$ cat config.mk
export PLATFORM = sky130hd
export DESIGN_NAME = dbg_apb_core_slave_flat
export DESIGN_NICKNAME = d
export VERILOG_FILES = /design/src/rtl/dbg_apb_core_slave_if.sv /design/src/rtl/dbg_apb_core_slave.sv /design/src/flat_wrapper.sv
export SDC_FILE = /design/constraint.sdc
export NUM_CORES = 1
export LEC_CHECK = 0
export CORE_MARGIN = 3
export CORE_UTILIZATION = 30
export CTS_CLUSTER_SIZE = 28
export DETAILED_ROUTE_END_ITERATION = 10
export GPL_TIMING_DRIVEN = 1
export PLACE_DENSITY = 0.56
export SLEW_MARGIN = 10
export SYNTH_ARGS = -nofsm -noshare
export SYNTH_HDL_FRONTEND = slang
export SYNTH_SLANG_ARGS = --single-unit
$ cat constraint.sdc
create_clock -name clk -period 3 [get_ports clk]
set_clock_uncertainty 0.05 [all_clocks]
set_input_delay 0.6 -clock clk [delete_from_list [all_inputs] [get_ports clk]]
set_output_delay 0.6 -clock clk [all_outputs]
set_load 0.05 [all_outputs]
$ cat src/rtl/dbg_apb_core_slave_if.sv
// APB slave bus plus core debug/memory port for dbg_apb_core_slave.
// The slave modport is the DUT side; master is the bridge/core side.
interface dbg_apb_core_slave_if #(
    parameter int unsigned ADDR_WIDTH = 32,
    parameter int unsigned DATA_WIDTH = 32
);
    logic                  apb_sel;
    logic                  apb_enable;
    logic                  apb_wr_rd;
    logic [ADDR_WIDTH-1:0] apb_addr;
    logic [DATA_WIDTH-1:0] apb_wdata;
    logic [3:0]            apb_wstrobe;
    logic                  apb_ready;
    logic [DATA_WIDTH-1:0] apb_rdata;
    logic                  core_halt_req;
    logic                  core_resume_req;
    logic                  core_halted;
    logic                  mem_req;
    logic                  mem_we;
    logic [31:0]           mem_addr;
    logic [31:0]           mem_wdata;
    logic [3:0]            mem_wstrobe;
    logic                  mem_ack;
    logic [31:0]           mem_rdata;

    modport slave (
        input  apb_sel, apb_enable, apb_wr_rd, apb_addr, apb_wdata, apb_wstrobe,
        output apb_ready, apb_rdata,
        output core_halt_req, core_resume_req,
        input  core_halted,
        output mem_req, mem_we, mem_addr, mem_wdata, mem_wstrobe,
        input  mem_ack, mem_rdata
    );

    modport master (
        output apb_sel, apb_enable, apb_wr_rd, apb_addr, apb_wdata, apb_wstrobe,
        input  apb_ready, apb_rdata,
        input  core_halt_req, core_resume_req,
        output core_halted,
        input  mem_req, mem_we, mem_addr, mem_wdata, mem_wstrobe,
        output mem_ack, mem_rdata
    );
endinterface

$ cat src/rtl/dbg_apb_core_slave.sv
// Debug APB slave: control/status registers and a single-outstanding core memory port.
// Optional mem_ack timeout with sticky err enabled by DBG_APB_SLV_TIMEOUT_EN.
module dbg_apb_core_slave #(
    parameter int unsigned ADDR_WIDTH     = 32,
    parameter int unsigned DATA_WIDTH     = 32,
    parameter int unsigned WAIT_STATES    = 0,
    parameter int unsigned TIMEOUT_CYCLES = 1024
) (
    input  logic                  clk,
    input  logic                  rst_n,
    dbg_apb_core_slave_if.slave   bus
);
    localparam logic [2:0] RegCtrl   = 3'd0;
    localparam logic [2:0] RegStatus = 3'd1;
    localparam logic [2:0] RegAddr   = 3'd2;
    localparam logic [2:0] RegWdata  = 3'd3;
    localparam logic [2:0] RegRdata  = 3'd4;
    localparam logic [2:0] RegCmd    = 3'd5;

    typedef enum logic [0:0] {StIdle, StReq} state_e;

    state_e      r_state, w_state_d;
    logic [3:0]  r_wait_cnt;
    logic        r_halt;
    logic        r_resume;
    logic [31:0] r_mem_addr_reg;
    logic [31:0] r_mem_wdata_reg;
    logic [31:0] r_mem_rdata_reg;
    logic        r_mem_we;
    logic [31:0] r_mem_addr;
    logic [31:0] r_mem_wdata;
    logic [3:0]  r_mem_wstrobe;

    logic [2:0]            w_idx;
    logic                  w_access;
    logic                  w_wait_done;
    logic                  w_stall_reg;
    logic                  w_busy;
    logic                  w_ready;
    logic                  w_wr;
    logic                  w_lane0_wr;
    logic                  w_launch;
    logic                  w_err_clr;
    logic                  w_timeout;
    logic                  w_err;
    logic [DATA_WIDTH-1:0] w_rdata;
    logic                  w_unused_addr;

    function automatic logic [31:0] merge(input logic [31:0] old_v, input logic [31:0] new_v,
                                          input logic [3:0] strb);
        logic [31:0] res;
        for (int i = 0; i < 4; i++) begin
            res[i*8 +: 8] = strb[i] ? new_v[i*8 +: 8] : old_v[i*8 +: 8];
        end
        return res;
    endfunction

    assign w_idx         = bus.apb_addr[4:2];
    assign w_unused_addr = ^{bus.apb_addr[ADDR_WIDTH-1:5], bus.apb_addr[1:0]};
    assign w_access      = bus.apb_sel & bus.apb_enable;
    assign w_wait_done   = (r_wait_cnt == 4'(WAIT_STATES));
    assign w_stall_reg   = (w_idx >= RegAddr) && (w_idx <= RegCmd);
    assign w_busy        = (r_state == StReq);
    // rst_n gating keeps ready/rdata low during reset without waiting for a clock.
    assign w_ready       = rst_n & w_access & w_wait_done & ~(w_busy & w_stall_reg);
    assign w_wr          = w_ready & bus.apb_wr_rd;
    assign w_lane0_wr    = w_wr & bus.apb_wstrobe[0];
    assign w_launch      = w_lane0_wr & (w_idx == RegCmd) & (|bus.apb_wdata[1:0]) & ~w_busy;
    assign w_err_clr     = w_lane0_wr & (w_idx == RegStatus) & bus.apb_wdata[2];

    always_comb begin
        w_rdata = '0;
        case (w_idx)
            RegCtrl:   w_rdata = {31'b0, r_halt};
            RegStatus: w_rdata = {29'b0, w_err, w_busy, bus.core_halted};
            RegAddr:   w_rdata = r_mem_addr_reg;
            RegWdata:  w_rdata = r_mem_wdata_reg;
            RegRdata:  w_rdata = r_mem_rdata_reg;
            RegCmd:    w_rdata = {31'b0, w_busy};
            default:   w_rdata = '0;
        endcase
    end

    assign bus.apb_ready       = w_ready;
    assign bus.apb_rdata       = w_ready ? w_rdata : '0;
    assign bus.core_halt_req   = r_halt;
    assign bus.core_resume_req = r_resume;
    assign bus.mem_req         = w_busy;
    assign bus.mem_we          = r_mem_we;
    assign bus.mem_addr        = r_mem_addr;
    assign bus.mem_wdata       = r_mem_wdata;
    assign bus.mem_wstrobe     = r_mem_wstrobe;

    always_ff @(posedge clk or negedge rst_n) begin
        if (!rst_n) begin
            r_wait_cnt <= '0;
        end else if (!bus.apb_sel || w_ready) begin
            r_wait_cnt <= '0;
        end else if (w_access && !w_wait_done) begin
            r_wait_cnt <= r_wait_cnt + 4'd1;
        end
    end

    always_ff @(posedge clk or negedge rst_n) begin
        if (!rst_n) begin
            r_halt          <= 1'b0;
            r_resume        <= 1'b0;
            r_mem_addr_reg  <= '0;
            r_mem_wdata_reg <= '0;
            r_mem_rdata_reg <= '0;
        end else begin
            r_resume <= w_lane0_wr && (w_idx == RegCtrl) && bus.apb_wdata[1];
            if (w_lane0_wr && (w_idx == RegCtrl)) begin
                r_halt <= bus.apb_wdata[0];
            end
            if (w_wr && (w_idx == RegAddr)) begin
                r_mem_addr_reg <= merge(r_mem_addr_reg, bus.apb_wdata, bus.apb_wstrobe);
            end
            if (w_wr && (w_idx == RegWdata)) begin
                r_mem_wdata_reg <= merge(r_mem_wdata_reg, bus.apb_wdata, bus.apb_wstrobe);
            end
            if (w_busy && bus.mem_ack && !r_mem_we) begin
                r_mem_rdata_reg <= bus.mem_rdata;
            end
        end
    end

    always_ff @(posedge clk or negedge rst_n) begin
        if (!rst_n) begin
            r_state <= StIdle;
        end else begin
            r_state <= w_state_d;
        end
    end

    always_comb begin
        w_state_d = r_state;
        case (r_state)
            StIdle:  if (w_launch) w_state_d = StReq;
            StReq:   if (bus.mem_ack || w_timeout) w_state_d = StIdle;
            default: w_state_d = StIdle;
        endcase
    end

    // Command outputs are latched on launch and held stable through REQ.
    always_ff @(posedge clk or negedge rst_n) begin
        if (!rst_n) begin
            r_mem_we      <= 1'b0;
            r_mem_addr    <= '0;
            r_mem_wdata   <= '0;
            r_mem_wstrobe <= '0;
        end else if (w_launch) begin
            r_mem_we      <= ~bus.apb_wdata[0];
            r_mem_addr    <= r_mem_addr_reg;
            r_mem_wdata   <= r_mem_wdata_reg;
            r_mem_wstrobe <= 4'hF;
        end
    end

`ifdef DBG_APB_SLV_TIMEOUT_EN
    logic [31:0] r_to_cnt;
    logic        r_err;

    // An ack on the final cycle wins over the timeout.
    assign w_timeout = w_busy && !bus.mem_ack && (r_to_cnt == TIMEOUT_CYCLES - 1);
    assign w_err     = r_err;

    always_ff @(posedge clk or negedge rst_n) begin
        if (!rst_n) begin
            r_to_cnt <= '0;
            r_err    <= 1'b0;
        end else begin
            r_to_cnt <= w_busy ? r_to_cnt + 32'd1 : '0;
            if (w_timeout) begin
                r_err <= 1'b1;
            end else if (w_err_clr) begin
                r_err <= 1'b0;
            end
        end
    end
`else
    logic [31:0] w_unused_to;
    logic        w_unused_clr;

    assign w_timeout    = 1'b0;
    assign w_err        = 1'b0;
    assign w_unused_to  = TIMEOUT_CYCLES;
    assign w_unused_clr = w_err_clr;
`endif

endmodule

$ cat src/flat_wrapper.sv
// flat-port wrapper written by rule: the top's interface ports become plain ports
module dbg_apb_core_slave_flat 
#(
    parameter int unsigned ADDR_WIDTH     = 32,
    parameter int unsigned DATA_WIDTH     = 32,
    parameter int unsigned WAIT_STATES    = 0,
    parameter int unsigned TIMEOUT_CYCLES = 1024
)
  (clk, rst_n, bus_apb_sel, bus_apb_enable, bus_apb_wr_rd, bus_apb_addr, bus_apb_wdata, bus_apb_wstrobe, bus_apb_ready, bus_apb_rdata, bus_core_halt_req, bus_core_resume_req, bus_core_halted, bus_mem_req, bus_mem_we, bus_mem_addr, bus_mem_wdata, bus_mem_wstrobe, bus_mem_ack, bus_mem_rdata);
  dbg_apb_core_slave_if #(.ADDR_WIDTH(ADDR_WIDTH), .DATA_WIDTH(DATA_WIDTH)) bus_i ();
  input  logic clk;
  input  logic rst_n;
  input wire logic [$bits(bus_i.apb_sel)-1:0] bus_apb_sel;
  input wire logic [$bits(bus_i.apb_enable)-1:0] bus_apb_enable;
  input wire logic [$bits(bus_i.apb_wr_rd)-1:0] bus_apb_wr_rd;
  input wire logic [$bits(bus_i.apb_addr)-1:0] bus_apb_addr;
  input wire logic [$bits(bus_i.apb_wdata)-1:0] bus_apb_wdata;
  input wire logic [$bits(bus_i.apb_wstrobe)-1:0] bus_apb_wstrobe;
  output wire logic [$bits(bus_i.apb_ready)-1:0] bus_apb_ready;
  output wire logic [$bits(bus_i.apb_rdata)-1:0] bus_apb_rdata;
  output wire logic [$bits(bus_i.core_halt_req)-1:0] bus_core_halt_req;
  output wire logic [$bits(bus_i.core_resume_req)-1:0] bus_core_resume_req;
  input wire logic [$bits(bus_i.core_halted)-1:0] bus_core_halted;
  output wire logic [$bits(bus_i.mem_req)-1:0] bus_mem_req;
  output wire logic [$bits(bus_i.mem_we)-1:0] bus_mem_we;
  output wire logic [$bits(bus_i.mem_addr)-1:0] bus_mem_addr;
  output wire logic [$bits(bus_i.mem_wdata)-1:0] bus_mem_wdata;
  output wire logic [$bits(bus_i.mem_wstrobe)-1:0] bus_mem_wstrobe;
  input wire logic [$bits(bus_i.mem_ack)-1:0] bus_mem_ack;
  input wire logic [$bits(bus_i.mem_rdata)-1:0] bus_mem_rdata;
  assign bus_i.apb_sel = bus_apb_sel;
  assign bus_i.apb_enable = bus_apb_enable;
  assign bus_i.apb_wr_rd = bus_apb_wr_rd;
  assign bus_i.apb_addr = bus_apb_addr;
  assign bus_i.apb_wdata = bus_apb_wdata;
  assign bus_i.apb_wstrobe = bus_apb_wstrobe;
  assign bus_apb_ready = bus_i.apb_ready;
  assign bus_apb_rdata = bus_i.apb_rdata;
  assign bus_core_halt_req = bus_i.core_halt_req;
  assign bus_core_resume_req = bus_i.core_resume_req;
  assign bus_i.core_halted = bus_core_halted;
  assign bus_mem_req = bus_i.mem_req;
  assign bus_mem_we = bus_i.mem_we;
  assign bus_mem_addr = bus_i.mem_addr;
  assign bus_mem_wdata = bus_i.mem_wdata;
  assign bus_mem_wstrobe = bus_i.mem_wstrobe;
  assign bus_i.mem_ack = bus_mem_ack;
  assign bus_i.mem_rdata = bus_mem_rdata;
  dbg_apb_core_slave #(.ADDR_WIDTH(ADDR_WIDTH), .DATA_WIDTH(DATA_WIDTH), .WAIT_STATES(WAIT_STATES), .TIMEOUT_CYCLES(TIMEOUT_CYCLES)) u_core (.clk(clk), .rst_n(rst_n), .bus(bus_i));
endmodule
==> results of run 1 <==
worst paths after layout:
| path | slack, ps | start | to | depth (start not counted) |
|---|---|---|---|---|
| hold / removal | 300 | rst_n | u_core.bus.mem_wdata[26] | 2 |
| min in group clk | 460 | u_core.r_mem_rdata_reg[12] | u_core.r_mem_rdata_reg[12] | 1 |
| setup / recovery | 30 | bus_apb_addr[3] | bus_apb_rdata[20] | 8 |
| hold reg to reg | 460 | u_core.r_mem_rdata_reg[12] | u_core.r_mem_rdata_reg[12] | 1 |
| setup reg to reg | 760 | u_core.r_wait_cnt[0] | u_core.bus.mem_wdata[22] | 7 |
| max in group asynchronous | 1910 | rst_n | u_core.r_mem_rdata_reg[3] | 2 |
layout make-up:
cell class | instances | area [um^2]
timing repair buffer | 218 | 2620
clock buffer | 17 | 425
sequential | 169 | 4230
tap | 319 | 399
fill | 2132 | 12700
clock inverter | 15 | 211
multi-input combinational | 345 | 3250
inverter | 5 | 18.8
synthesized netlist by cell type (2+ instances only):
cell | n | area (um^2)
buf_4 | 4 | 30.0
buf_2 | 12 | 60.1
nand2_1 | 5 | 18.8
nor2_2 | 4 | 25.0
a31oi_1 | 2 | 12.5
nor4_4 | 4 | 85.1
buf_1 | 3 | 11.3
xnor2_1 | 3 | 26.3
a21oi_1 | 30 | 150
nand4_1 | 2 | 12.5
nor2b_1 | 4 | 25.0
and3_1 | 2 | 12.5
buf_6 | 3 | 33.8
and2_1 | 2 | 12.5
mux2_2 | 162 | 1820
nor3b_1 | 2 | 15.0
ha_1 | 3 | 37.5
inv_1 | 5 | 18.8
dfrtp_1 | 169 | 4230
clkbuf_1 | 8 | 30.0
nand3_1 | 3 | 15.0
mux2i_1 | 34 | 340
nor2_1 | 66 | 248
routing by layer:
layer / track usage [%] / share of wire, % / vias up
met3: 5.88 / 7.1 / 15
li1: - / - / 2345
met2: 27.2 / 49 / 137
met4: 3.11 / 0.92 / 2
met5: 0 / 0.063 / -
met1: 19.4 / 42 / 2644
cells in the final DEF (no fill, tap or decap), drive strengths merged, types with 3 or more instances in the layout:
cell,n
dfrtp,169
mux2,162
clkdlybuf4s50,143
buf,72
nor2,70
mux2i,34
a21oi,30
clkbuf,17
inv,11
nand2,7
nor4,5
nor2b,4
bufinv,4
xnor2,3
nand3,3
ha,3
clkinv,3
what timing repair did:
action / in CTS / in global routing
setup buffers: 2 / 0
pin swaps: 8 / 0
gates resized for setup: 73 / 7
endpoints found under the setup margin: 32 / 6
gates cloned: 2 / 0
stage by stage:
stage	setup TNS [ps]	std cells	area [um^2]	hold slack [ps]	utilization, %
floorplan	-6260	549	7420	254	-
detailed placement	-11410	1053	10200	443	42.7
CTS	0	1088	11100	393	46.5
global placement	-11140	1053	10200	439	42.7
finish	0	1088	11200	303	46.7
global route	-8.44	1088	11200	403	46.7
logic make-up (layout without fill, tap and decap cells):
kind of cell / after synthesis / in the layout
DFF: 169 / 169
and+or+nand+nor: 104 / 104
xor gates and xnor gates: 3 / 3
AOI/OAI and AO/OA: 39 / 39
buffers and inverters: 35 / 255
adders and majority gates: 3 / 3
muxes: 196 / 196
power groups by stage:
stage / registers, W / logic, W / clock network [W]
3_5_place_dp: 0.00246 / 0.000496 / 0
6_report: 0.00242 / 0.000519 / 0.00237
4_1_cts: 0.00242 / 0.000527 / 0.00244
3_3_place_gp: 0.00246 / 0.000489 / 0
2_1_floorplan: 0.00248 / 0.000196 / 0
5_1_grt: 0.00243 / 0.000561 / 0.00254
==> results.md, run 1 <==
- Across all layers, the routed design uses slightly above 5k vias.
- The first-iteration detailed-routing DRC count is 132.
- The standard-cell row count is between 50 and 60.
- The floorplan step defined a die boundary enclosing between 20000 and 30000 um^2.
- STA puts the critical path data required time at about 2400 ps.
- The weighted congestion at the end of routability-driven global placement is ~0.8.
- For the pin with the worst max-slew slack, the measured transition is 924 ps.
- The initial antenna violation count was 1.
- Overall power consumption after layout is estimated at roughly 0.0053 W.
- Entering global routing, the biggest net connects 170 pins.
- The tree is rooted in a clkbuf_16.
- The placed wire-length estimate is about 15000 um.
- The cell area that synthesis handed to floorplanning was about 7400 um^2.
- After floorplanning, the core was sized to cover between 20000 and 25000 um^2.
- The floorplan step set the die width to 163 um.
- The number of pins with negative max-slew slack in the final report is 0.
- The number of nets in the layout is 866.
- Along the worst path, the maximum fanout reaches 7.
- The worst setup path is launched from an input port.
- The part of the cycle the worst path needs is ~99%.
- Of the total synthesized cell area, the portion taken by XOR and XNOR cells is less than 1%.
- The TritonCTS clock tree is done.
- Global routing used between 15 and 20% of the available tracks across all layers.
- The number of buffers added by the clock tree synthesis step is 17.
- The maximum clock frequency is between 300 and 400 MHz.
- The clock insertion delay at the later pin of the skew report is 420 ps.
- Cell internal power was estimated by the tool at between 0.004 and 0.005 W.
- For this design, the CTS-stage hold fixing added 0 buffers.
- The net count of the mapped netlist is ~660.
- The final critical path time including I/O delays and setup is about 3000 ps.
- The count of boundary I/O pins is 212.
- The number of warnings issued by yosys is 0.
- The count of input and output buffers is ~180.
- The net switching component of the power is roughly 0.0013 W.
- In this design, the stage delay of the slowest critical-path cell is 530 ps.
- The y dimension of the die is 163 um.
- The total count of hold-check failures in the final report came to 0.
- In this run, distinct cell masters in the synthesized netlist total 40.
- The total clock sinks is between 150 and 200.
- CTS built an H-tree with a depth of 4.
- Multiplexer cells account for 29.2% of the synthesized area.
- The number of buffers and inverters on the critical path is 3.
- The endpoint class of the critical path is an output port.
- The clock group share of total power is 44.7%.
- The worst-case IR drop observed on VDD is 0.000323 V.
- Summing the areas of all compound-gate instances in the mapped netlist gives 2.99% of the synthesized area.
- The synthesized netlist devotes roughly 7.4% of its cell area to simple gates.
- The total routed wirelength is 20600 um.
- The type of the tightest min-delay check is in -> async.
- The switching part of the total is between 20% and 30%.
- The starting density of the core is 31.0%.
- Power spread over the standard cell area amounts to roughly 480 nW/um^2.
- The critical path's slowest cell is or3_4.
- Across the run, the number of max-cap violations was 0.
- The number of inserted diodes is 0.
- The residual antenna-violating net count after detailed routing is 0.
- The remaining max-slew budget at the tightest pin is a little under two fifths.
- The number of flops mapped to enable cells by yosys is 0.
- The clock passes through at most 2 buffers.
- The mean number of vias per cell is 4.73.
- The fraction of the yosys area taken by sequential cells is 57.1%.
- The first global-routing pass estimated roughly 33000 um of wire.
- Timing analysis after detailed placement gives a worst setup slack of -449 ps.
- Setup violations remaining at the end of the flow were counted as 0.
- The number of global-route vias before repair is around 5.8k.
- The arrival time at the worst endpoint is ~2300 ps.
- The share of post-route cells with drive strength above 1 is between 40% and 50%.
- The critical path class is in -> out.
- The relative contribution of sequential cells to total power is 45.5%.
- For this run, asynchronously set or reset flops after synthesis account for 100%.
- Setup repair after global routing could not meet its margin everywhere.
- The flip-flop and latch count after synthesis is 169.
- The number of instances in the synthesized netlist is between 500 and 600.
- The mean instance size in the synthesized netlist is approximately 14 um^2.
- The first detailed-routing pass ran for 6 iterations.
- The leakage power total is approximately 5 nW.
- The cell with the most instances on the worst path is buf_12.
- The overall overflow remaining after global route is 0.
- The logic gate share of total power is around a tenth.
- The main combinational cell family by area after synthesis is multiplexers.
- The synthesized netlist devotes less than 1% of its cell area to adder and majority cells.
- The run finished with clean final reports.
- After detailed routing, the number of remaining DRC violations is 0.
- The average detailed-routed wire length per instance is approximately 19 um.
- Clock-pin slew was measured on the worst setup and hold paths at about 60 ps.
- The cell type group with the largest total delay on the critical path is simple AND/OR/NAND/NOR gates.
- Among all flip-flop cells after synthesis, the most frequent one is dfrtp_1.
- The signed area change from the synthesized netlist to the final layout is 50.5%.
- The worst path meets setup with between 20 and 30 ps of slack.
- The signal on the critical path passes through clkdlybuf4s15_2 -> ha_4 -> a21boi_4 -> nand2_4 -> or3_4 -> buf_12 -> nor2_2 -> buf_12.
No activity file was read; power rests on OpenSTA's default activity.
==> run 2: changes to the inputs <==
- HOLD_SLACK_MARGIN: unset -> 0.1
- SLEW_MARGIN: 10 -> 20
==> results of run 2 <==
Same layout as run 1: the final DEF is identical, and so are final timing and power.
==> run 3: changes to the inputs <==
- clock period: 3 -> 3.1 ns (I/O delays scaled with it)
==> run 3 against run 2 <==
Sequential power shrank 3%. Global-route usage grew 0.21 points. Clock power shrank 7%. Count of clock-buffer cells in the layout grew 5. Critical path type unchanged. Critical endpoint is now bus_apb_rdata[9].
==> results.md, run 3 (synthesis results as in run 1) <==
- The overall overflow remaining after global route was 0 (unchanged).
- The worst hold path belongs to the class in -> async.
- The pin count of the biggest net entering global routing is 170 (unchanged).
- The switching part of the total was 23.5% (-0.67 points).
- The maximum vdd ir drop is 0.000301 V (-6.8%).
- The part of the cycle the worst path needs is 98.8%.
- The DRC violations left was 0 (unchanged).
- The standard-cell row count was 56 (unchanged).
- The number of global-route vias before repair came to 5772 (-0.74%).
- The average detailed-routed wire length per instance is 19.2 um (+1.2%).
- The clock transition time at the flip-flop clock pins of the worst setup and hold paths came to 60 ps (about the same).
- The clock group share of total power came to 43.6% (-1.1 points).
- The slew at the pin with the worst max-slew slack is 976 ps (+52.3 ps).
- The buffer levels on the longest clock path is 2 (unchanged).
- The most common library cell in the layout ignoring fill and taps is dfrtp_1.
- The worst flop-to-flop path endpoint is u_core.bus.mem_wdata[17].
- The total clock sinks was 169 (unchanged).
- The core region area is 23900 um^2 (unchanged).
- The residual antenna-violating net count after detailed routing was 0 (unchanged).
- The y dimension of the die is 163 um (unchanged).
- The clock root buffer master is clkbuf_16.
- The placed wire-length estimate is 14400 um (-1.8%).
- In the layout the commonest cells are dfrtp_1 (169), mux2_2 (162), clkdlybuf4s50_1 (144), buf_12 (41), nor2_1 (35).
- The wire length of the first global-routing pass was 33000 um (+0.86%).
- The number of iterations in the first detailed-routing pass is 4 (-2).
- The number of inserted diodes came to 0 (unchanged).
- The maximum clock frequency is 326 MHz.
- The TritonCTS clock tree is done.
- The cell depth of the worst flop-to-flop path is 7 (unchanged).
- The number of maximum-capacitance constraint violations is 0 (unchanged).
- The count of boundary I/O pins came to 212 (unchanged).
- The total negative slack for setup checks is 0 ps (unchanged).
- The critical path is of the in -> out type.
- The critical path's slowest cell is clkdlybuf4s50_1.
- The areal power density over the cells is 453 nW/um^2 (-4.9%).
- The setup slack on the worst flop-to-flop path came to 860 ps (+100 ps).
- The startpoint identified for the worst register-to-register timing path is u_core.r_wait_cnt[0].
- The setup violation total in the final timing report is 0 (unchanged).
- The critical path launch point type is an input port.
- The post-route total power was 0.00506 W (-4.7%).
- From synthesis to final layout, the design area changed by 50.7%.
- The relative contribution of sequential cells to total power is 46.2% (+0.7 points).
- Setup repair after global routing left no endpoint under its margin.
- The cell with the most instances on the worst path is buf_12.
- The number of nets in the layout is 868 (+0.23%).
- The mean number of vias per cell is 4.73 (about the same).
- After layout, the minimum clock period comes to roughly 3100 ps.
- The worst setup path is captured at an output port.
- The routed via count was 5156 (+0.25%).
- The largest fanout on the critical path is 6 (-1).
- The worst endpoint required time is 2430 ps (+80 ps).
- The count of input and output buffers was 182 (unchanged).
- The critical path starts at bus_apb_sel.
- The share of post-route cells with drive strength above 1 is 41.2% (-0.24 points).
- The flow ran to the end, and the final reports show no timing, DRC or antenna violations.
- The total count of hold-check failures in the final report is 0 (unchanged).
- The arrival time at the worst endpoint is 2390 ps (+70 ps).
- The weighted congestion at the end of routability-driven global placement is 0.788 (-1.9%).
- The overall die area was 26600 um^2 (unchanged).
- The maximum cell stage delay along the critical path came to 520 ps (about the same).
- The total of hold buffers inserted after clock tree synthesis is 0 (unchanged).
- The net switching component of the power is 0.00119 W (-7.3%).
- The number of pins with negative max-slew slack in the final report was 0 (unchanged).
- The clock insertion delay at the later pin of the skew report is 410 ps (about the same).
- The starting density of the core came to 31.0% (unchanged).
- The horizontal die dimension is 163 um (unchanged).
- The logic gate share of total power came to 10.2% (+0.4 points).
- The internal power summed over all cells is 0.00387 W (-3.9%).
- The signal on the critical path passes through clkdlybuf4s50_1 -> and2_4 -> nand2_4 -> or3_4 -> buf_12 -> buf_16 -> nor2_4 -> buf_12.
- The remaining max-slew budget at the tightest pin came to 34.9% (-3.5 points).
- The total routed wirelength was 20900 um (+1.4%).
- The leakage power total came to 5.02 nW (+0.16%).
- The total track usage is 16.1% (+0.21 points).
- The number of buffers added by the clock tree synthesis step is 17 (unchanged).
- The initial antenna violation count came to 2 (+1).
- The first-iteration detailed-routing DRC count is 155 (+17%).
- The total number of H-tree levels is 4 (unchanged).
-- run 3: routing by layer --
layer	wire length [um]	global-route usage, %	vias up
met2	10400	27.7	135
li1	-	-	2349
met1	8820	19.5	2656
met4	136	3.04	4
met3	1490	5.96	12
met5	22	0	-
-- run 3: worst max-delay path: cells and delay by family --
family	cells	cell delay, ps
simple gates	4	780
buf+inv	4	980
-- run 3: cell type report --
class | instances | area, um^2
multi-input combinational | 345 | 3290
timing repair buffer | 220 | 2620
sequential | 169 | 4230
inverter | 5 | 18.8
fill | 2159 | 12700
clock inverter | 10 | 143
clock buffer | 22 | 474
tap | 319 | 399
-- run 3: stage by stage --
stage / cell area (um^2) / worst slack [ps] / std cells / utilization [%] / hold WS (ps)
4_1_cts: 11200 / 31.1 / 1090 / 46.8 / 408
2_1_floorplan: 7420 / -146 / 549 / - / 274
3_3_place_gp: 10100 / -274 / 1051 / 42.4 / 438
6_report: 11200 / 36.7 / 1090 / 46.8 / 306
3_5_place_dp: 10100 / -320 / 1051 / 42.4 / 445
5_1_grt: 11200 / 8.95 / 1090 / 46.8 / 412
-- run 3: how the worst max path moves through the flow --
stage | endpoint | slack, ps | cells after the start
6_report | bus_apb_rdata[9] | 40 | 8
5_1_grt | bus_apb_rdata[28] | 9 | 8
4_1_cts | bus_apb_rdata[25] | 30 | 8
3_5_place_dp | bus_apb_rdata[3] | -320 | 8
3_3_place_gp | bus_apb_rdata[2] | -270 | 8
2_1_floorplan | bus_apb_rdata[0] | -150 | 7
-- run 3: power groups by stage --
stage                     Sequential (W)  Combinational, W  Clock (W)
after floorplan                  0.00240          0.000189          0
after global placement           0.00238          0.000473          0
after detailed placement         0.00238          0.000482          0
after CTS                        0.00234          0.000525    0.00227
after global routing             0.00235          0.000557    0.00235
final                            0.00234          0.000515    0.00221
-- run 3: what timing repair did --
action                                  4_1_cts  5_1_grt
gates resized for setup                      81        0
endpoints found under the setup margin       32        0
buffers inserted                              4        0
